[src/rtl/mag_cmp_seq.sv]
// mag_cmp_seq: wide magnitude compare built from one shared external 4-bit comparator.
// Operands are walked a nibble per cycle from the MSB, stopping at the first unequal nibble.
//
// Ports:
//   clk, rst            rising-edge clock, synchronous active-high reset
//   start, a, b         request and operands (captured on an accepted start)
//   busy, done          busy in RUN/DONE; done is a one-cycle result-valid pulse
//   gt, eq, lt          registered result, held until the next completion
//   cmp_a, cmp_b        nibble pair driven to the external comparator
//   cmp_gt/eq/lt        comparator answer, combinational in the same cycle
//
// Build option: define SIGNED_CMP_EN for two's complement operands
// (the sign nibble is offset-binary encoded on its way to the comparator).
module mag_cmp_seq #(
    parameter int NIBBLES = 4
) (
    input  logic                 clk,
    input  logic                 rst,
    input  logic                 start,
    input  logic [4*NIBBLES-1:0] a,
    input  logic [4*NIBBLES-1:0] b,
    output logic                 busy,
    output logic                 done,
    output logic                 gt,
    output logic                 eq,
    output logic                 lt,
    output logic [3:0]           cmp_a,
    output logic [3:0]           cmp_b,
    input  logic                 cmp_gt,
    input  logic                 cmp_eq,
    input  logic                 cmp_lt
);

    localparam int W  = 4 * NIBBLES;
    localparam int IW = (NIBBLES > 1) ? $clog2(NIBBLES) : 1;
    localparam logic [IW-1:0] IDX_TOP = IW'(NIBBLES - 1);

    typedef enum logic [1:0] {
        S_IDLE = 2'd0,
        S_RUN  = 2'd1,
        S_DONE = 2'd2
    } state_t;

    state_t          state;
    state_t          state_nxt;
    logic [IW-1:0]   idx;
    logic [IW-1:0]   idx_nxt;
    logic [W-1:0]    a_lat;
    logic [W-1:0]    b_lat;
    logic            accept;
    logic            res_load;
    logic            gt_nxt;
    logic            eq_nxt;
    logic            lt_nxt;
    logic [IW+1:0]   nib_base;

    // Bit offset of the current nibble (idx * 4).
    assign nib_base = {idx, 2'b00};

    // Next-state and control decode.
    always_comb begin
        state_nxt = state;
        idx_nxt   = idx;
        accept    = 1'b0;
        res_load  = 1'b0;
        unique case (state)
            S_IDLE: begin
                if (start) begin
                    state_nxt = S_RUN;
                    idx_nxt   = IDX_TOP;
                    accept    = 1'b1;
                end
            end
            S_RUN: begin
                if (!cmp_eq || idx == '0) begin
                    state_nxt = S_DONE;
                    res_load  = 1'b1;
                end else begin
                    idx_nxt = idx - 1'b1;
                end
            end
            S_DONE: begin
                state_nxt = S_IDLE;
                idx_nxt   = IDX_TOP;
            end
            default: begin
                state_nxt = S_IDLE;
                idx_nxt   = IDX_TOP;
            end
        endcase
    end

    // Result decode. A non-one-hot comparator answer is a datapath
    // fault; gt wins over lt, which wins over eq. An all-zero answer
    // falls back to eq so the held result always stays one-hot.
    always_comb begin
        gt_nxt = 1'b0;
        eq_nxt = 1'b0;
        lt_nxt = 1'b0;
        if (cmp_gt) begin
            gt_nxt = 1'b1;
        end else if (cmp_lt) begin
            lt_nxt = 1'b1;
        end else begin
            eq_nxt = 1'b1;
        end
    end

    // Comparator operand mux; idle/done present zeros.
    always_comb begin
        cmp_a = 4'h0;
        cmp_b = 4'h0;
        if (state == S_RUN) begin
            cmp_a = a_lat[nib_base +: 4];
            cmp_b = b_lat[nib_base +: 4];
`ifdef SIGNED_CMP_EN
            // Flipping the sign bit maps two's complement onto
            // offset binary, so the unsigned compare orders signed.
            if (idx == IDX_TOP) begin
                cmp_a[3] = ~cmp_a[3];
                cmp_b[3] = ~cmp_b[3];
            end
`endif
        end
    end

    always_ff @(posedge clk) begin
        if (rst) begin
            state <= S_IDLE;
            idx   <= IDX_TOP;
            a_lat <= '0;
            b_lat <= '0;
            gt    <= 1'b0;
            eq    <= 1'b0;
            lt    <= 1'b0;
        end else begin
            state <= state_nxt;
            idx   <= idx_nxt;
            if (accept) begin
                a_lat <= a;
                b_lat <= b;
            end
            if (res_load) begin
                gt <= gt_nxt;
                eq <= eq_nxt;
                lt <= lt_nxt;
            end
        end
    end

    assign busy = (state != S_IDLE);
    assign done = (state == S_DONE);

endmodule

[config.mk]
export PLATFORM = sky130hd
export DESIGN_NAME = mag_cmp_seq
export DESIGN_NICKNAME = d
export VERILOG_FILES = /design/src/rtl/mag_cmp_seq.sv
export SDC_FILE = /design/constraint.sdc
export NUM_CORES = 1
export LEC_CHECK = 0
export CORE_ASPECT_RATIO = 0.8
export CORE_MARGIN = 10
export CORE_UTILIZATION = 46
export CTS_CLUSTER_SIZE = 12
export DETAILED_ROUTE_END_ITERATION = 8
export GPL_ROUTABILITY_DRIVEN = 0
export MAX_ROUTING_LAYER = met4
export PLACE_DENSITY = 0.78
export SETUP_SLACK_MARGIN = 0.3
export SLEW_MARGIN = 20
export SYNTH_ARGS = -nofsm -noshare
export SYNTH_HDL_FRONTEND = slang
export SYNTH_SLANG_ARGS = --single-unit
export TNS_END_PERCENT = 1
[constraint.sdc]
create_clock -name clk -period 1.9 [get_ports clk]
set_clock_uncertainty 0.2 [all_clocks]
set_input_delay 0.38 -clock clk [delete_from_list [all_inputs] [get_ports clk]]
set_output_delay 0.38 -clock clk [all_outputs]
set_load 0.03 [all_outputs]
==> results.toml <==
[status]
outcome = "finished, violations left"
violations = "setup timing"

[power_and_ir_drop]
power_frac_seq = 0.484
swShare = 0.244
power_w = 0.00186
netSwitchingPower_w = 0.000452
p_int_w = 0.00140
p_leak_nw = 1.05
peakVddDrop_mv = 0.494
pwr-share-comb = 0.187
pwr_density_cell_nw_per_um2 = 740
power_frac_clock = 0.328

[setup_path]
required_ns = 1.32
startpoint_type = "flip-flop"
critPathSlowestCell = "mux4_2"
arrival_ns = 1.53
max_stage_delay_ns = 0.52
path_cells = "mux4_2 -> and2_4 -> buf_6"
cp-end-kind = "primary output"
path_max_fanout = 8
regToRegSetupSlack_ns = 0.24
crit_type = "reg2out"

[synth]
synth_area_per_cell_um2 = 10.6
synth_ff_type = "dfxtp_1"
synthCells = 161
ys_types = 27
async_flop_share = 0
synth_nets = 200
synth_edf_count = 0
ys_warn_count = 0
synth_top_area_frac = 0.456
synth-seq-cells = 39
netlist_area_um2 = 1710
yosys.area.top_type = "dfxtp_1"
ys_seq_area_frac = 0.456
ys_top_cells_by_area = "dfxtp_1 46%, mux2i_1 19%, mux4_2 11%"

[clock_network]
clk_latency_ns = 0.30
post_cts_buffers = 0
cts_made_buffers = 5
htreeDepth = 2
cts_tree = "done"
cts_num_sinks = 39
clockBufferDepth = 2
root_buffer = "clkbuf_8"
path_clk_slew_ns = 0.07
cts_hold_buf = 0

[sta]
clock.fmax_mhz = 473
slew_headroom = 0.820
rsz0062_at_grt = "true"
fin_ws_ns = -0.213
final_hold_viol_count = 0
finalCritPeriodShare = 1.11
worstMarginPinSlew_ns = 0.269
setup_viol = 8
finalCriticalPeriod_ns = 2.11
slew_violations = 0

[grt]
grt_max_degree = 40
grt_usage = 0.136
use_met2 = 0.213
overflow = 0
use_met3 = 0.0491
antenna_found_initial = 0
grt_pass1_vias = 1423
grt_pass1_wl_um = 6770
busiest_layer = "met2"
gr-usage-met1 = 0.155

[cells_and_area]
drive_above_1_share = 0.286
syn_to_final_growth_pct = 46.6
stdcell_area_um2 = 2510
nNetsFinal = 255
antenna_cells = 0
fill_cells = 263

[die]
initial_core_util = 0.486
ioPinCount = 51
core_um2 = 3520
row_count = 19
die_height_um = 74.6
die_area_um2 = 6580
chipWidth_um = 88.2

[detailed_routing]
drt_iter0_drc = 75
remaining_drc_errors = 0
detail_route.wl_per_cell_um = 16.2
num_vias = 1341
drt-pass1-iter-count = 4
antenna_left = 0
vias_per_cell = 5.18
drt-total-wl_um = 4200

[flow_run]
max_cap_violations = 0

[place]
place_ws_ns = -0.107
placed_cell_area_um2 = 2300
numPortBuffers = 50
hpwl_um = 3130

[worst_hold_path]
hp-class = "reg2reg"
==> placed cells by master, fill, tap and decap left out, drive strengths merged, types with 4 or more instances in the layout <==
| cell type | n |
|---|---|
| dfxtp | 39 |
| clkdlybuf4s50 | 36 |
| nor2 | 34 |
| mux2i | 32 |
| buf | 20 |
| clkbuf | 9 |
| mux4 | 8 |
| and2 | 8 |
| o21ai | 4 |
| a21oi | 4 |
==> layer usage <==
layer / vias up / wire length [um]
li1: 669 / -
met5: - / 0
met2: 47 / 2010
met3: 7 / 292
met4: 0 / 72
met1: 618 / 1830
==> path summary, 6_finish.rpt <==
path / from / end / cells past startpoint
max: idx[0] / cmp_a[2] / 3
min: lt / lt / 2
max reg2reg: idx[0] / eq / 6
min reg2reg: lt / lt / 2
==> cell usage after synthesis (2+ instances only) <==
master    count
a21oi_1       4
and2_1        8
and2b_1       2
and3_1        2
buf_2         2
buf_6         3
clkbuf_1      6
dfxtp_1      39
inv_1         2
mux2i_1      32
mux4_2        8
nor2_1       34
nor2b_1       2
o21ai_0       4
==> cell families after synthesis <==
family / synth area share
buffers and inverters: 0.0475
multiplexers: 0.292
AO/OA/AOI/OAI: 0.0373
flip-flops: 0.456
AND/OR/NAND/NOR: 0.159
adder cells (fa/ha/maj): 0.00731
==> power by group through the flow <==
| stage | Combinational [W] | Clock (W) | Sequential [W] |
|---|---|---|---|
| floorplan | 0.000197 | 0 | 0.000910 |
| global placement | 0.000315 | 0 | 0.000915 |
| detailed placement | 0.000326 | 0 | 0.000918 |
| CTS | 0.000338 | 0.000631 | 0.000899 |
| global route | 0.000371 | 0.000650 | 0.000906 |
| finish | 0.000348 | 0.000609 | 0.000900 |
==> flip-flops by register name, indices dropped and copies added, names as in the netlist <==
| name | cells |
|---|---|
| idx | 2 |
| a_lat | 16 |
| eq | 1 |
| state | 2 |
| lt | 1 |
| gt | 1 |
| b_lat | 16 |
==> per-stage QoR <==
| stage | utilization | TNS [ns] | hold slack, ns | cells |
|---|---|---|---|---|
| 5_1_grt | 0.713 | -1.93 | 0.327 | 259 |
| 6_report | 0.713 | -1.47 | 0.293 | 259 |
| 2_1_floorplan | - | 0 | 0.255 | 161 |
| 4_1_cts | 0.701 | -1.64 | 0.286 | 259 |
| 3_5_place_dp | 0.653 | -2.52 | 0.273 | 251 |
| 3_3_place_gp | 0.653 | -0.834 | 0.258 | 251 |
==> critical path: cells and delay by family (launching register included) <==
family	cells	cell delay [ns]
buffers and inverters	1	0.13
flip-flops	1	0.44
multiplexers	1	0.52
AND/OR/NAND/NOR	1	0.15
==> layout make-up <==
class,count,area [um2],area share
Multi-Input combinational cell,108,938,0.374
Tap cell,42,52.6,0.0209
Clock buffer,8,100,0.0399
Timing Repair Buffer,60,617,0.246
Sequential cell,39,793,0.316
Inverter,2,7.51,0.00299
==> what timing repair did <==
action / 4_1_cts / 5_1_grt
resized for setup: 44 / 13
gates cloned: 0 / 0
hold endpoints to repair: 0 / 0
pin swaps: 12 / 12
setup endpoints to repair: 52 / 27
Note: power is estimated with default switching activity, not from simulation.
